File: src/rtl/rand_pkg.sv
// Shared types and constants for the PRBS-15 randomizer frame controller.
package rand_pkg;

    localparam int unsigned PRBS_W = 15;
    localparam logic [PRBS_W-1:0] DEFAULT_SEED = 15'h3715;

    typedef enum logic [1:0] {
        StIdle,
        StLoad,
        StRun,
        StDone
    } state_e;

endpackage

File: src/rtl/randomizer_frame_ctrl_if.sv
// Parallel frame handshakes: frame in from framing logic, randomized frame out.
interface randomizer_frame_ctrl_if #(
    parameter int unsigned FRAME_BITS = 96
);
    logic [FRAME_BITS-1:0] in_data;
    logic                  in_valid;
    logic                  in_ready;
    logic [FRAME_BITS-1:0] out_data;
    logic                  out_valid;
    logic                  out_ready;

    modport master (
        output in_data, in_valid, out_ready,
        input  in_ready, out_data, out_valid
    );

    modport slave (
        input  in_data, in_valid, out_ready,
        output in_ready, out_data, out_valid
    );
endinterface

File: src/rtl/prbs15_core.sv
// Bare PRBS-15 (x^15 + x^14 + 1) bit-serial scrambler; load has priority over en.
module prbs15_core
    import rand_pkg::*;
#(
    parameter logic [PRBS_W-1:0] SEED = DEFAULT_SEED
) (
    input  logic              clk,
    input  logic              reset,
    input  logic              load,
    input  logic              en,
    input  logic [PRBS_W-1:0] seed,
    input  logic              in_bit,
    output logic              out_bit,
    output logic [PRBS_W-1:0] state
);

    logic [PRBS_W-1:0] state_q;
    logic              fb;

    assign fb      = state_q[0] ^ state_q[1];
    assign out_bit = in_bit ^ fb;
    assign state   = state_q;

    always_ff @(posedge clk or posedge reset) begin
        if (reset) begin
            state_q <= SEED;
        end else if (load) begin
            state_q <= seed;
        end else if (en) begin
            state_q <= {fb, state_q[PRBS_W-1:1]};
        end
    end

endmodule

File: src/rtl/randomizer_frame_ctrl.sv
// Frame-level sequencer around prbs15_core: accepts a parallel frame, scrambles it
// MSB first, and returns it in parallel; seed reloads happen only at frame start.
module randomizer_frame_ctrl
    import rand_pkg::*;
#(
    parameter int unsigned       FRAME_BITS = 96,
    parameter logic [PRBS_W-1:0] SEED       = DEFAULT_SEED
) (
    input  logic                   clk,
    input  logic                   reset,
    randomizer_frame_ctrl_if.slave bus,
    input  logic [PRBS_W-1:0]      cfg_seed,
    input  logic                   cfg_seed_we,
    input  logic                   cfg_reseed_each,
    output logic                   cfg_err,
    output logic                   busy,
    output logic [15:0]            frames_done
);

    localparam int unsigned CntW = $clog2(FRAME_BITS);

    state_e                state_q, state_d;
    logic [FRAME_BITS-1:0] shreg_q, shreg_d;
    logic [FRAME_BITS-1:0] oreg_q, oreg_d;
    logic [CntW-1:0]       cnt_q, cnt_d;
    logic [PRBS_W-1:0]     seed_q, seed_d;
    logic                  pending_q, pending_d;
    logic                  in_ready_q, in_ready_d;
    logic                  out_valid_q, out_valid_d;
    logic                  busy_q, busy_d;
    logic                  err_q, err_d;
    logic [15:0]           frames_q, frames_d;

    logic                  accept;
    logic                  core_load, core_en, core_out;
    logic [PRBS_W-1:0]     lfsr_state;

    assign accept = (state_q == StIdle) && bus.in_valid && in_ready_q;

    always_ff @(posedge clk or posedge reset) begin
        if (reset) begin
            state_q <= StIdle;
        end else begin
            state_q <= state_d;
        end
    end

    always_comb begin
        state_d = state_q;
        case (state_q)
            StIdle:  if (accept) state_d = (pending_q || cfg_reseed_each) ? StLoad : StRun;
            StLoad:  state_d = StRun;
            StRun:   if (cnt_q == '0) state_d = StDone;
            StDone:  if (bus.out_ready) state_d = StIdle;
            default: state_d = StIdle;
        endcase
    end

    always_comb begin
        core_load   = (state_q == StLoad);
        core_en     = (state_q == StRun);
        shreg_d     = shreg_q;
        oreg_d      = oreg_q;
        cnt_d       = cnt_q;
        seed_d      = seed_q;
        pending_d   = pending_q;
        err_d       = 1'b0;
        frames_d    = frames_q;
        in_ready_d  = (state_d == StIdle);
        out_valid_d = (state_d == StDone);
        busy_d      = (state_d != StIdle);

        if (accept) begin
            shreg_d = bus.in_data;
            cnt_d   = CntW'(FRAME_BITS - 1);
        end
        if (core_en) begin
            shreg_d = {shreg_q[FRAME_BITS-2:0], 1'b0};
            oreg_d  = {oreg_q[FRAME_BITS-2:0], core_out};
            cnt_d   = cnt_q - 1'b1;
        end
        if ((state_q == StDone) && bus.out_ready) begin
            frames_d = frames_q + 16'd1;
        end

        // A write landing on the LOAD cycle keeps pending set so it hits the next frame.
        if (core_load) pending_d = 1'b0;
        if (cfg_seed_we) begin
            if (cfg_seed != '0) begin
                seed_d    = cfg_seed;
                pending_d = 1'b1;
            end else begin
                err_d = 1'b1;
            end
        end
    end

    always_ff @(posedge clk or posedge reset) begin
        if (reset) begin
            shreg_q     <= '0;
            oreg_q      <= '0;
            cnt_q       <= '0;
            seed_q      <= SEED;
            pending_q   <= 1'b1;
            in_ready_q  <= 1'b0;
            out_valid_q <= 1'b0;
            busy_q      <= 1'b0;
            err_q       <= 1'b0;
            frames_q    <= '0;
        end else begin
            shreg_q     <= shreg_d;
            oreg_q      <= oreg_d;
            cnt_q       <= cnt_d;
            seed_q      <= seed_d;
            pending_q   <= pending_d;
            in_ready_q  <= in_ready_d;
            out_valid_q <= out_valid_d;
            busy_q      <= busy_d;
            err_q       <= err_d;
            frames_q    <= frames_d;
        end
    end

    prbs15_core #(
        .SEED (SEED)
    ) u_core (
        .clk     (clk),
        .reset   (reset),
        .load    (core_load),
        .en      (core_en),
        .seed    (seed_q),
        .in_bit  (shreg_q[FRAME_BITS-1]),
        .out_bit (core_out),
        .state   (lfsr_state)
    );

    // Zero seeds are rejected, so the LFSR can never reach its lock-up state.
    a_lfsr_nonzero: assert property (@(posedge clk) disable iff (reset) lfsr_state != '0);

    assign bus.in_ready  = in_ready_q;
    assign bus.out_valid = out_valid_q;
    assign bus.out_data  = oreg_q;
    assign cfg_err       = err_q;
    assign busy          = busy_q;
    assign frames_done   = frames_q;

endmodule

File: src/flat_wrapper.sv
// flat-port wrapper written by rule: the top's interface ports become plain ports
module randomizer_frame_ctrl_flat import rand_pkg::*;
#(
    parameter int unsigned       FRAME_BITS = 96,
    parameter logic [PRBS_W-1:0] SEED       = DEFAULT_SEED
)
  (clk, reset, cfg_seed, cfg_seed_we, cfg_reseed_each, cfg_err, busy, frames_done, bus_in_data, bus_in_valid, bus_out_ready, bus_in_ready, bus_out_data, bus_out_valid);
  randomizer_frame_ctrl_if #(.FRAME_BITS(FRAME_BITS)) bus_i ();
  input  logic clk;
  input  logic reset;
  input  logic [PRBS_W-1:0] cfg_seed;
  input  logic cfg_seed_we;
  input  logic cfg_reseed_each;
  output logic cfg_err;
  output logic busy;
  output logic [15:0] frames_done;
  input wire logic [$bits(bus_i.in_data)-1:0] bus_in_data;
  input wire logic [$bits(bus_i.in_valid)-1:0] bus_in_valid;
  input wire logic [$bits(bus_i.out_ready)-1:0] bus_out_ready;
  output wire logic [$bits(bus_i.in_ready)-1:0] bus_in_ready;
  output wire logic [$bits(bus_i.out_data)-1:0] bus_out_data;
  output wire logic [$bits(bus_i.out_valid)-1:0] bus_out_valid;
  assign bus_i.in_data = bus_in_data;
  assign bus_i.in_valid = bus_in_valid;
  assign bus_i.out_ready = bus_out_ready;
  assign bus_in_ready = bus_i.in_ready;
  assign bus_out_data = bus_i.out_data;
  assign bus_out_valid = bus_i.out_valid;
  randomizer_frame_ctrl #(.FRAME_BITS(FRAME_BITS), .SEED(SEED)) u_core (.clk(clk), .reset(reset), .bus(bus_i), .cfg_seed(cfg_seed), .cfg_seed_we(cfg_seed_we), .cfg_reseed_each(cfg_reseed_each), .cfg_err(cfg_err), .busy(busy), .frames_done(frames_done));
endmodule
File: config.mk
export PLATFORM = sky130hd
export DESIGN_NAME = randomizer_frame_ctrl_flat
export DESIGN_NICKNAME = d
export VERILOG_FILES = /design/src/rtl/rand_pkg.sv /design/src/rtl/randomizer_frame_ctrl_if.sv /design/src/rtl/prbs15_core.sv /design/src/rtl/randomizer_frame_ctrl.sv /design/src/flat_wrapper.sv
export SDC_FILE = /design/constraint.sdc
export NUM_CORES = 1
export LEC_CHECK = 0
export BUFFER_PORTS_ARGS = -buffer_cell sky130_fd_sc_hd__buf_2
export CELL_PAD_IN_SITES_DETAIL_PLACEMENT = 1
export CELL_PAD_IN_SITES_GLOBAL_PLACEMENT = 1
export CORE_MARGIN = 1
export CORE_UTILIZATION = 43
export CTS_CLUSTER_SIZE = 12
export DETAILED_ROUTE_END_ITERATION = 6
export GPL_TIMING_DRIVEN = 0
export PLACE_DENSITY_LB_ADDON = 0.15
export SYNTH_ARGS = -nofsm -noshare
export SYNTH_HDL_FRONTEND = slang
export SYNTH_SLANG_ARGS = --single-unit
File: constraint.sdc
create_clock -name clk -period 8.8 [get_ports clk]
set_input_delay 0.44 -clock clk [delete_from_list [all_inputs] [get_ports clk]]
set_output_delay 0.44 -clock clk [all_outputs]
set_load 0.1 [all_outputs]
Word level (Yosys, flattened, before mapping) --
Index checks and enable logic that the tools add are counted.
Storage, ports and cells: register bits after elaboration 252, bits of input ports 117, output and inout bits 116, logic and storage cells 48
Operators by class: add/subtract/negate cells 2, equality and inequality tests 4, mux-type cells 16, bitwise operators 2, reductions and logical operators 12
Operators by type and width (number):
- two-way mux 96 bit | 2
- two-way mux 15 bit | 2
- adder 16 x 1 -> 16 bit (second input constant) | 1
- nonzero test 15 bit | 1
- two-way mux 7 bit | 2
- two-way mux 2 bit | 4
- case mux 2 bit (4 select lines) | 1
- logical NOT 7 bit | 1
- subtractor 7 x 1 -> 7 bit (second input constant) | 1
- == test 2 bit (second input constant) | 3
- nonzero test 2 bit | 3
- two-way mux 1 bit | 5
- logical NOT 2 bit | 2
- logical AND 1 bit | 3
- == test 2 x 1 -> 1 bit (second input constant) | 1
- AND reduction 2 bit | 1
- bitwise XOR 1 bit | 2
- logical OR 1 bit | 1

Logic depth before layout (Yosys ltp) --
Gate-level depths: netlist of the first run.
depth in word-level cells 6, mapped depth 8, gate-level depth less buffers 7

Hierarchy --
A second synthesis of the first run with hierarchy kept.
Second synthesis, totals: cell total of the unflattened synthesis 1055, area total of the unflattened synthesis 10276.1 µm²
By module, submodules not included:
- randomizer_frame_ctrl | times used 1, cells each 986, area an instance 9536.6 µm², seq. area each 5941.9 µm²
- prbs15_core | times used 1, cells each 69, area an instance 739.5 µm², seq. area each 385.4 µm²

Worst setup path after synthesis of the first run --
OpenSTA, ideal clock, no wires.
path type reg-to-reg, start point reg u_core.frames_q[5] (netlist: u_core.frames_done[5]), end point reg u_core.frames_q[15] (netlist: u_core.frames_done[15]), setup time 0.158 ns, arrival time 2.059 ns, data required time 8.642 ns, slack 6.583 ns, cell stages (with the launch flop) 5, buffers on the path 0, clock period less this slack 2.217 ns, cell sequence dfrtp_1 -> nand4_1 -> nor4_1 -> nand3_1 -> xnor2_1
Between the ends: longest elaborated chain between the ends 1
RTL lines:
- from (decl) | line randomizer_frame_ctrl.sv:32 | logic [15:0] frames_q, frames_d;
- from (signal assigned) | line randomizer_frame_ctrl.sv:120 | frames_q <= frames_d;
- adder 16 x 1 -> 16 bit | line randomizer_frame_ctrl.sv:83 | frames_d = frames_q + 16'd1;
Every way passes these cells. A chain may end at the register's enable or synchronous reset.

Final worst setup path of the first run --
start point reg u_core.state_q[0], end point reg u_core.oreg_q[7] (netlist: u_core.bus.out_data[7])
Between the ends: longest elaborated chain between the ends 1
RTL lines:
- from (decl) | line randomizer_frame_ctrl.sv:22 | state_e state_q, state_d;
- from (signal assigned) | line randomizer_frame_ctrl.sv:42 | state_q <= StIdle;
- from (signal assigned) | line randomizer_frame_ctrl.sv:44 | state_q <= state_d;
- == test 2 bit | line randomizer_frame_ctrl.sv:61 | core_en = (state_q == StRun);
- to (signal assigned) | line randomizer_frame_ctrl.sv:112 | oreg_q <= oreg_d;
- to (decl) | line randomizer_frame_ctrl.sv:24 | logic [FRAME_BITS-1:0] oreg_q, oreg_d;
Every way passes these cells.

==> flow_summary.html, run 1 <==
<table>
<tr><th>Metric</th><th>Value</th></tr>
<tr><th colspan="2">Status</th></tr>
<tr><td>Status</td><td>finished clean</td></tr>
<tr><th colspan="2">STA</th></tr>
<tr><td>Final slew viol count</td><td>0</td></tr>
<tr><td>Slew at the pin with the worst max-slew slack</td><td>0.669 ns</td></tr>
<tr><td>Maximum achievable frequency</td><td>0.409 GHz</td></tr>
<tr><td>RSZ-0062 raised after global routing</td><td>false</td></tr>
<tr><td>Ratio of final minimum period to clock period</td><td>0.278</td></tr>
<tr><td>Final Hold Violating Endpoints</td><td>0</td></tr>
<tr><td>Worst relative slew slack</td><td>0.550</td></tr>
<tr><td>Setup violation total in the final timing report</td><td>0</td></tr>
<tr><td>Post-route setup slack</td><td>6.36 ns</td></tr>
<tr><td>Worst clock skew</td><td>0.0199 ns</td></tr>
<tr><td>Shortest period the worst path allows</td><td>2.44 ns</td></tr>
<tr><th colspan="2">Route</th></tr>
<tr><td>Iteration-0 DRC count of the detailed router</td><td>285</td></tr>
<tr><td>DR DRC count</td><td>0</td></tr>
<tr><td>First drt pass iteration count</td><td>3</td></tr>
<tr><td>Remaining antenna violation count after routing</td><td>0</td></tr>
<tr><td>Via-to-Cell Ratio</td><td>5.03</td></tr>
<tr><td>Total number of vias</td><td>7404</td></tr>
<tr><td>Wire length after detailed routing</td><td>25800 um</td></tr>
<tr><td>Routed wirelength normalized by instance count</td><td>17.5 um</td></tr>
<tr><th colspan="2">Power and ir drop</th></tr>
<tr><td>Cell internal pwr</td><td>1.92 mW</td></tr>
<tr><td>Leakage power total</td><td>6.04 nW</td></tr>
<tr><td>Clk network pwr share</td><td>0.490</td></tr>
<tr><td>Peak supply drop</td><td>0.000136 V</td></tr>
<tr><td>Pwr Total</td><td>2.44 mW</td></tr>
<tr><td>Switching power total</td><td>0.517 mW</td></tr>
<tr><td>Part of the total power dissipated in sequential elements</td><td>0.481</td></tr>
<tr><td>Part of the total power dissipated in combinational logic</td><td>0.029</td></tr>
<tr><td>Power density of the placed cells</td><td>184 nW/um2</td></tr>
<tr><td>Fraction of power spent switching nets</td><td>0.212</td></tr>
<tr><th colspan="2">Global route</th></tr>
<tr><td>First-pass GRT wire length</td><td>43200 um</td></tr>
<tr><td>Maximum number of pins on one net before global-route repair</td><td>97</td></tr>
<tr><td>Global-route usage over all layers</td><td>0.209</td></tr>
<tr><td>Number of global-route vias before repair</td><td>8054</td></tr>
<tr><td>Total global routing overflow</td><td>0</td></tr>
<tr><td>Number of antenna violations at the first check in global routing</td><td>9</td></tr>
<tr><th colspan="2">Setup path</th></tr>
<tr><td>Signal arrival time at the worst endpoint</td><td>2.86 ns</td></tr>
<tr><td>Worst-path fanout max</td><td>10</td></tr>
<tr><td>Reg-to-reg startpoint</td><td>u_core.state_q[0]</td></tr>
<tr><td>Crit. End Element</td><td>register</td></tr>
<tr><td>Endpoint of the most critical register-to-register path</td><td>u_core.bus.out_data[7]</td></tr>
<tr><td>Reg2reg path depth</td><td>6</td></tr>
<tr><td>Crit path launch type</td><td>register</td></tr>
<tr><td>Register-to-register path setup slack</td><td>6.36 ns</td></tr>
<tr><td>CP Class</td><td>register to register</td></tr>
<tr><td>Data required time at the worst endpoint</td><td>9.22 ns</td></tr>
<tr><th colspan="2">Final layout</th></tr>
<tr><td>Register cell area after layout</td><td>6330 um2</td></tr>
<tr><td>Net total in the final layout</td><td>1247</td></tr>
<tr><td>Final Util</td><td>0.545</td></tr>
<tr><td># fillers</td><td>2630</td></tr>
<tr><td>Synthesis-to-finish area growth</td><td>24.3%</td></tr>
<tr><td>Non-Filler Cell Area, Final</td><td>13300 um2</td></tr>
<tr><td>Multi-input combinational cell area</td><td>4020 um2</td></tr>
<tr><td>Number of standard cells in the layout, taps in and fillers out</td><td>1473</td></tr>
<tr><td>Share of layout cells above drive strength 1</td><td>0.382</td></tr>
<tr><th colspan="2">Placement</th></tr>
<tr><td>Total instance count after detailed placement</td><td>1416</td></tr>
<tr><td>Count of input and output buffers</td><td>232</td></tr>
<tr><td>Pre-CTS WS</td><td>6.33 ns</td></tr>
<tr><td>DP Wirelength</td><td>17700 um</td></tr>
<tr><td>RD Place Congestion</td><td>0.727</td></tr>
<tr><td>Area after DPL</td><td>12300 um2</td></tr>
<tr><th colspan="2">Yosys</th></tr>
<tr><td>Area share of the largest cell type after synthesis</td><td>0.552</td></tr>
<tr><td>Number of nets in the synthesized netlist</td><td>982</td></tr>
<tr><td>Post-Synthesis Cell Area</td><td>10700 um2</td></tr>
<tr><td>Cell count after synthesis</td><td>858</td></tr>
<tr><td>Area leader, netlist</td><td>dfrtp_1</td></tr>
<tr><td>Distinct cells, synth</td><td>38</td></tr>
<tr><td>Yosys warning count</td><td>0</td></tr>
<tr><td>Register area share after synthesis</td><td>0.594</td></tr>
<tr><td>Share of synthesized flip-flops with an asynchronous set or reset</td><td>1.00</td></tr>
<tr><td>Leading post-synthesis cells by cell area</td><td>dfrtp_1, mux2_2, mux2i_1, o21ai_0, dfstp_2</td></tr>
<tr><td>Synthesized area per cell</td><td>12.4 um2</td></tr>
<tr><td>Dominant synthesized flop cell</td><td>dfrtp_1</td></tr>
<tr><td>EDFF count, synth</td><td>0</td></tr>
<tr><td>Number of storage elements in the synthesis netlist</td><td>252</td></tr>
<tr><th colspan="2">Clock tree</th></tr>
<tr><td>CTS tree</td><td>yes</td></tr>
<tr><td>Clock Path Buffers</td><td>3</td></tr>
<tr><td>Clock Sinks</td><td>252</td></tr>
<tr><td>Inserted Clock Buffers</td><td>28</td></tr>
<tr><td>Post-CTS Setup Bufs</td><td>0</td></tr>
<tr><td>Post-cts gate resize count</td><td>0</td></tr>
<tr><td>CTS root buffer</td><td>clkbuf_16</td></tr>
<tr><td>Max H-tree Level</td><td>1</td></tr>
<tr><td>Clock slew at reported path FFs</td><td>0.06 ns</td></tr>
<tr><td>Clock insertion delay at the later pin of the skew report</td><td>0.54 ns</td></tr>
<tr><th colspan="2">Min path</th></tr>
<tr><td>Hold crit path type</td><td>input pin to register</td></tr>
<tr><td>Capture endpoint of the worst hold path</td><td>u_core.cfg_err</td></tr>
<tr><td>Hold path depth</td><td>3</td></tr>
<tr><td>HP Start</td><td>cfg_seed_we</td></tr>
<tr><th colspan="2">Flow run</th></tr>
<tr><td>Max Cap Violations</td><td>0</td></tr>
<tr><th colspan="2">Floorplanning</th></tr>
<tr><td>Effective utilization at floorplan</td><td>0.438</td></tr>
<tr><td>Floorplan row count</td><td>57</td></tr>
<tr><td>Number of ports placed on the die boundary</td><td>233</td></tr>
<tr><td>Core region area</td><td>24300 um2</td></tr>
<tr><td>Die ar.</td><td>25400 um2</td></tr>
<tr><td>Die width</td><td>159 um</td></tr>
<tr><td>Height of the die</td><td>159 um</td></tr>
</table>
repair_timing:
| action | in CTS | in global routing |
|---|---|---|
| hold endpoints to repair | 3 | 0 |
| setup endpoints to repair | 0 | 0 |
| hold buffers | 1 | 0 |
registers in the layout, indices dropped and copies added (netlist names), 2 cells and up:
register and cells:
u_core.shreg_q 96, u_core.u_core.state 15, u_core.bus.out_data 96, u_core.seed_q 15, u_core.state_q 2, u_core.cnt_q 7, u_core.frames_done 16
cell type report:
class | count | area share
Antenna cell | 4 | 0.000755
Buffer | 51 | 0.0204
Clock buffer | 44 | 0.0643
Clock inverter | 8 | 0.00680
Inverter | 12 | 0.00397
Multi-Input combinational cell | 543 | 0.303
Sequential cell | 252 | 0.478
Tap cell | 324 | 0.0306
Timing Repair Buffer | 235 | 0.0925
synthesized netlist by cell type, types with 2 or more instances:
library cell  number
clkbuf_1          23
xnor2_1           11
mux2_4             9
dfstp_2           17
nand4_1            4
a22oi_1            3
nand3_1            8
mux2_2           103
mux2i_1          110
nor4_1             5
buf_6              4
xor2_1             9
buf_2             20
inv_1             12
ha_1               7
a21oi_1           19
and3_1             2
nor2_1            30
dfrtp_1          235
nand2_1          107
buf_4              2
nor3_1             5
o21ai_0           98
power by group through the flow:
stage | Combinational (mW) | Sequential [mW] | Clock [mW]
after global routing | 0.0796 | 1.17 | 1.27
after floorplan | 0.0314 | 1.19 | 0
after detailed placement | 0.0724 | 1.19 | 0
final | 0.0701 | 1.17 | 1.19
after CTS | 0.0731 | 1.17 | 1.23
after global placement | 0.0680 | 1.19 | 0
cell usage in the layout (no fill, tap or decap), types with 9 or more instances in the layout:
master	count
xor2_1	9
nor2_1	30
mux2_2	103
buf_2	252
a21oi_1	19
dfstp_2	17
inv_1	11
mux2_4	9
clkbuf_1	31
xnor2_1	11
o21ai_0	98
nand2_1	107
dfrtp_1	235
mux2i_1	110
clkbuf_16	29
logic make-up (layout without fill, tap and decap cells):
family                   Yosys count  count (layout)  synth area share
buffers and inverters             63             350            0.0296
AND/OR/NAND/NOR                  169             169            0.0666
multiplexers                     222             222             0.225
AO/OA/AOI/OAI                    125             125            0.0608
flip-flops                       252             252             0.594
XOR/XNOR                          20              20            0.0164
adder cells (fa/ha/maj)            7               7           0.00822
other                              0               4                 0
layer usage:
layer	GRT usage	share of wire
met5	0	0.0029
met4	0.0463	0.012
met3	0.0589	0.063
met2	0.339	0.47
met1	0.278	0.45
worst max-delay path, cell delays in order (launching register included):
cell and delay (ns):
dfrtp_1 0.44, inv_1 0.12, ha_1 0.26, buf_4 0.22
clkbuf_1 0.53, buf_2 0.38, mux2_2 0.37
worst max path at each step:
stage	start	end	slack (ns)	cells past startpoint
2_1_floorplan	reset	u_core.bus.in_ready	1.46	1
3_3_place_gp	reset	u_core.shreg_q[57]	-1.69	2
3_5_place_dp	u_core.state_q[0]	u_core.bus.out_data[7]	6.33	6
4_1_cts	u_core.state_q[0]	u_core.bus.out_data[7]	6.31	6
5_1_grt	u_core.state_q[0]	u_core.shreg_q[13]	6.18	8
6_report	u_core.state_q[0]	u_core.bus.out_data[7]	6.36	6
per-stage QoR:
stage               setup TNS, ns  hold slack (ns)
floorplan                       0            0.449
global placement          -394.18            0.458
detailed placement              0            0.465
CTS                             0           0.0941
global route                    0            0.125
finish                          0            0.114
(Power assumes the default switching activity.)
==> run 2, diff against run 1 <==
--- a/config.mk
+++ b/config.mk
@@ -9,7 +9,7 @@
 export CELL_PAD_IN_SITES_DETAIL_PLACEMENT = 1
 export CELL_PAD_IN_SITES_GLOBAL_PLACEMENT = 1
 export CORE_MARGIN = 1
-export CORE_UTILIZATION = 43
+export CORE_UTILIZATION = 39
 export CTS_CLUSTER_SIZE = 12
 export DETAILED_ROUTE_END_ITERATION = 6
 export GPL_TIMING_DRIVEN = 0
==> constraint.sdc (replaced) <==
create_clock -name clk -period 2.1 [get_ports clk]
set_input_delay 0.105 -clock clk [delete_from_list [all_inputs] [get_ports clk]]
set_output_delay 0.105 -clock clk [all_outputs]
set_load 0.1 [all_outputs]
==> run 2 against run 1 <==
Critical endpoint is now u_core.bus.out_data[38]. Die area is 10% higher. First-iteration DRC count is 37% higher. Clock-buffer cell count stayed put. Via count is 6.4% higher. Sequential share of layout area is 4.3 points lower. Sequential cell count stayed put. Clock skew is 0.0081 ns lower. Clock power grew to 4.1 times the previous value. Critical path depth stayed put. Global-route usage is 0.61 points lower.
==> flow_summary.html, run 2 (synthesized netlist as in run 1, its figures left out) <==
<table>
<tr><th>Metric</th><th>Value</th></tr>
<tr><th colspan="2">Status</th></tr>
<tr><td>Status</td><td>finished clean (unchanged)</td></tr>
<tr><th colspan="2">Power and ir drop</th></tr>
<tr><td>Clk network pwr share</td><td>0.473 (was 0.490)</td></tr>
<tr><td>Part of the total power dissipated in sequential elements</td><td>0.479 (was 0.481)</td></tr>
<tr><td>Cell internal pwr</td><td>8.09 mW (was 1.92 mW)</td></tr>
<tr><td>Switching power total</td><td>2.18 mW (was 0.517 mW)</td></tr>
<tr><td>Leakage power total</td><td>6.58 nW (was 6.04 nW)</td></tr>
<tr><td>Pwr Total</td><td>10.3 mW (was 2.44 mW)</td></tr>
<tr><td>Power density of the placed cells</td><td>705 nW/um2 (was 184 nW/um2)</td></tr>
<tr><td>Fraction of power spent switching nets</td><td>0.212 (about the same)</td></tr>
<tr><td>Peak supply drop</td><td>0.000709 V (was 0.000136 V)</td></tr>
<tr><td>Part of the total power dissipated in combinational logic</td><td>0.048 (was 0.029)</td></tr>
<tr><th colspan="2">STA</th></tr>
<tr><td>Slew at the pin with the worst max-slew slack</td><td>0.608 ns (was 0.669 ns)</td></tr>
<tr><td>Worst relative slew slack</td><td>0.594 (was 0.550)</td></tr>
<tr><td>Setup violation total in the final timing report</td><td>0 (unchanged)</td></tr>
<tr><td>Worst clock skew</td><td>0.0118 ns (was 0.0199 ns)</td></tr>
<tr><td>Final Hold Violating Endpoints</td><td>0 (unchanged)</td></tr>
<tr><td>Shortest period the worst path allows</td><td>1.99 ns (was 2.44 ns)</td></tr>
<tr><td>Worst Hold Margin</td><td>0.0813 ns (was 0.114 ns)</td></tr>
<tr><td>Ratio of final minimum period to clock period</td><td>0.948 (was 0.278)</td></tr>
<tr><td>Final slew viol count</td><td>0 (unchanged)</td></tr>
<tr><td>RSZ-0062 raised after global routing</td><td>false (unchanged)</td></tr>
<tr><td>Maximum achievable frequency</td><td>0.502 GHz (was 0.409 GHz)</td></tr>
<tr><th colspan="2">Placement</th></tr>
<tr><td>Count of input and output buffers</td><td>232 (unchanged)</td></tr>
<tr><td>RD Place Congestion</td><td>0.729 (was 0.727)</td></tr>
<tr><td>DP Wirelength</td><td>18100 um (was 17700 um)</td></tr>
<tr><td>Total instance count after detailed placement</td><td>1438 (was 1416)</td></tr>
<tr><th colspan="2">Floorplanning</th></tr>
<tr><td>Die ar.</td><td>28000 um2 (was 25400 um2)</td></tr>
<tr><td>Die width</td><td>167 um (was 159 um)</td></tr>
<tr><td>Core region area</td><td>26900 um2 (was 24300 um2)</td></tr>
<tr><td>Effective utilization at floorplan</td><td>0.397 (was 0.438)</td></tr>
<tr><td>Number of ports placed on the die boundary</td><td>233 (unchanged)</td></tr>
<tr><td>Height of the die</td><td>167 um (was 159 um)</td></tr>
<tr><td>Floorplan row count</td><td>60 (was 57)</td></tr>
<tr><th colspan="2">Setup path</th></tr>
<tr><td>Register-to-register path setup slack</td><td>0.11 ns (was 6.36 ns)</td></tr>
<tr><td>Crit path launch type</td><td>register (unchanged)</td></tr>
<tr><td>Reg2reg path depth</td><td>6 (unchanged)</td></tr>
<tr><td>Worst stage delay on the critical path</td><td>0.43 ns (was 0.53 ns)</td></tr>
<tr><td>Critical Path, Cell by Cell</td><td>inv_1 &gt; ha_2 &gt; buf_4 &gt; clkbuf_4 &gt; buf_2 &gt; mux2_2 (was inv_1 &gt; ha_1 &gt; buf_4 &gt; clkbuf_1 &gt; buf_2 &gt; mux2_2)</td></tr>
<tr><td>CP Class</td><td>register to register (unchanged)</td></tr>
<tr><td>Worst-path fanout max</td><td>10 (unchanged)</td></tr>
<tr><td>Signal arrival time at the worst endpoint</td><td>2.40 ns (was 2.86 ns)</td></tr>
<tr><td>Data required time at the worst endpoint</td><td>2.51 ns (was 9.22 ns)</td></tr>
<tr><td>Crit-path slowest cell</td><td>dfrtp_1 (was clkbuf_1)</td></tr>
<tr><td>Crit. End Element</td><td>register (unchanged)</td></tr>
<tr><th colspan="2">Clock tree</th></tr>
<tr><td>Clock Path Buffers</td><td>3 (unchanged)</td></tr>
<tr><td>Clock slew at reported path FFs</td><td>0.06 ns (about the same)</td></tr>
<tr><td>Inserted Clock Buffers</td><td>28 (unchanged)</td></tr>
<tr><td>Clock Sinks</td><td>252 (unchanged)</td></tr>
<tr><td>CTS root buffer</td><td>clkbuf_16 (unchanged)</td></tr>
<tr><td>CTS tree</td><td>yes (unchanged)</td></tr>
<tr><td>Max H-tree Level</td><td>1 (unchanged)</td></tr>
<tr><td>Clock insertion delay at the later pin of the skew report</td><td>0.53 ns (was 0.54 ns)</td></tr>
<tr><th colspan="2">Route</th></tr>
<tr><td>Remaining antenna violation count after routing</td><td>0 (unchanged)</td></tr>
<tr><td>Iteration-0 DRC count of the detailed router</td><td>390 (was 285)</td></tr>
<tr><td>DR DRC count</td><td>0 (unchanged)</td></tr>
<tr><td>Routed wirelength normalized by instance count</td><td>17.4 um (was 17.5 um)</td></tr>
<tr><td>Wire length after detailed routing</td><td>28000 um (was 25800 um)</td></tr>
<tr><td>First drt pass iteration count</td><td>4 (was 3)</td></tr>
<tr><td>Via-to-Cell Ratio</td><td>4.90 (was 5.03)</td></tr>
<tr><td>Total number of vias</td><td>7881 (was 7404)</td></tr>
<tr><th colspan="2">Final layout</th></tr>
<tr><td>Number of standard cells in the layout, taps in and fillers out</td><td>1609 (was 1473)</td></tr>
<tr><td>Share of layout cells above drive strength 1</td><td>0.359 (was 0.382)</td></tr>
<tr><td>Net total in the final layout</td><td>1366 (was 1247)</td></tr>
<tr><td>Synthesis-to-finish area growth</td><td>36.6% (was 24.3%)</td></tr>
<tr><td>Most common library cell in the layout ignoring fill and taps</td><td>buf_2 (unchanged)</td></tr>
<tr><td>Commonest cells after routing, fill and taps aside</td><td>buf_2, dfrtp_1, dlygate4sd3_1 (was buf_2, dfrtp_1, mux2i_1)</td></tr>
<tr><th colspan="2">Global route</th></tr>
<tr><td>Number of global-route vias before repair</td><td>8586 (was 8054)</td></tr>
<tr><td>Global-route usage over all layers</td><td>0.203 (was 0.209)</td></tr>
<tr><td>First-pass GRT wire length</td><td>46000 um (was 43200 um)</td></tr>
<tr><td>Maximum number of pins on one net before global-route repair</td><td>42 (was 97)</td></tr>
<tr><td>Number of antenna violations at the first check in global routing</td><td>5 (was 9)</td></tr>
<tr><td>Total global routing overflow</td><td>0 (unchanged)</td></tr>
<tr><th colspan="2">Min path</th></tr>
<tr><td>Hold path depth</td><td>5 (was 3)</td></tr>
<tr><td>Hold crit path type</td><td>input pin to register (unchanged)</td></tr>
<tr><th colspan="2">Flow run</th></tr>
<tr><td>Max Cap Violations</td><td>0 (unchanged)</td></tr>
</table>
-- run 2: cell count changes in the layout (fill, tap and decap cells not counted), moves of 2 or more --
cell and change:
clkbuf_1 -8, dlygate4sd3_1 +114, buf_8 +3, clkbuf_8 +2, buf_2 -8, clkbuf_2 +3
clkbuf_4 +6, buf_12 +7, clkinv_2 -2, ha_1 -2, ha_2 +2, buf_16 -2
buf_4 +4
-- run 2: path summary, 6_finish.rpt --
| check | start | to |
|---|---|---|
| max in group asynchronous | reset | u_core.seed_q[0] |
| min in group asynchronous | reset | u_core.bus.out_data[75] |
| worst max-delay path | u_core.state_q[0] | u_core.bus.out_data[38] |
| worst max register to register | u_core.state_q[0] | u_core.bus.out_data[38] |
| worst min register to register | u_core.shreg_q[44] | u_core.shreg_q[45] |
| worst min-delay path | cfg_reseed_each | u_core.busy |
-- run 2: power groups by stage --
| stage | Sequential (mW) | Combinational [mW] | Clock, mW |
|---|---|---|---|
| after floorplan | 5.00 | 0.132 | 0 |
| after global placement | 5.01 | 0.286 | 0 |
| after detailed placement | 5.00 | 0.324 | 0 |
| after CTS | 4.92 | 0.497 | 4.99 |
| after global routing | 4.92 | 0.541 | 5.16 |
| final | 4.92 | 0.493 | 4.85 |
-- run 2: per-layer routing --
metal  global-route usage  wire length [um]  vias to the layer above
met3               0.0421              1310                       35
li1                     -                 -                     3740
met2                0.348             13800                      167
met5              0.00174                 0                        -
met1                0.260             12400                     3939
met4               0.0503               507                        0
-- run 2: repair_timing --
item | 4_1_cts | 5_1_grt
setup endpoints to repair | 158 | 146
gates resized for setup | 12 | 22
setup buffers | 0 | 0
endpoints found under the hold margin | 136 | 0
hold buffers | 115 | 0
pin swaps | 0 | 0
-- run 2: worst max-delay path: cells and delay by family, from the launching register on --
family	cells	cell delay, ns
multiplexers	1	0.37
adder cells (fa/ha/maj)	1	0.23
flip-flops	1	0.43
buffers and inverters	4	0.85
-- run 2: layout make-up --
type                       instances  area (um2)
inverter                          12        48.8
clock inverter                     7        75.1
clock buffer                      44         851
timing repair buffer             354        2450
antenna                            5        12.5
sequential                       252        6330
buffer                            51         328
tap                              341         427
multi-input combinational        543        4030
fill                            2864       12300
-- run 2: through the flow --
stage                     utilization  area (um2)  worst slack [ns]  TNS (ns)
after CTS                       0.539       14500           0.00510         0
after floorplan                     -       10700             -1.31   -314.78
after global placement          0.456       12300             -3.06   -777.26
after detailed placement        0.461       12400            -0.340    -38.00
after global routing            0.542       14600           0.00365         0
final                           0.542       14600             0.109         0
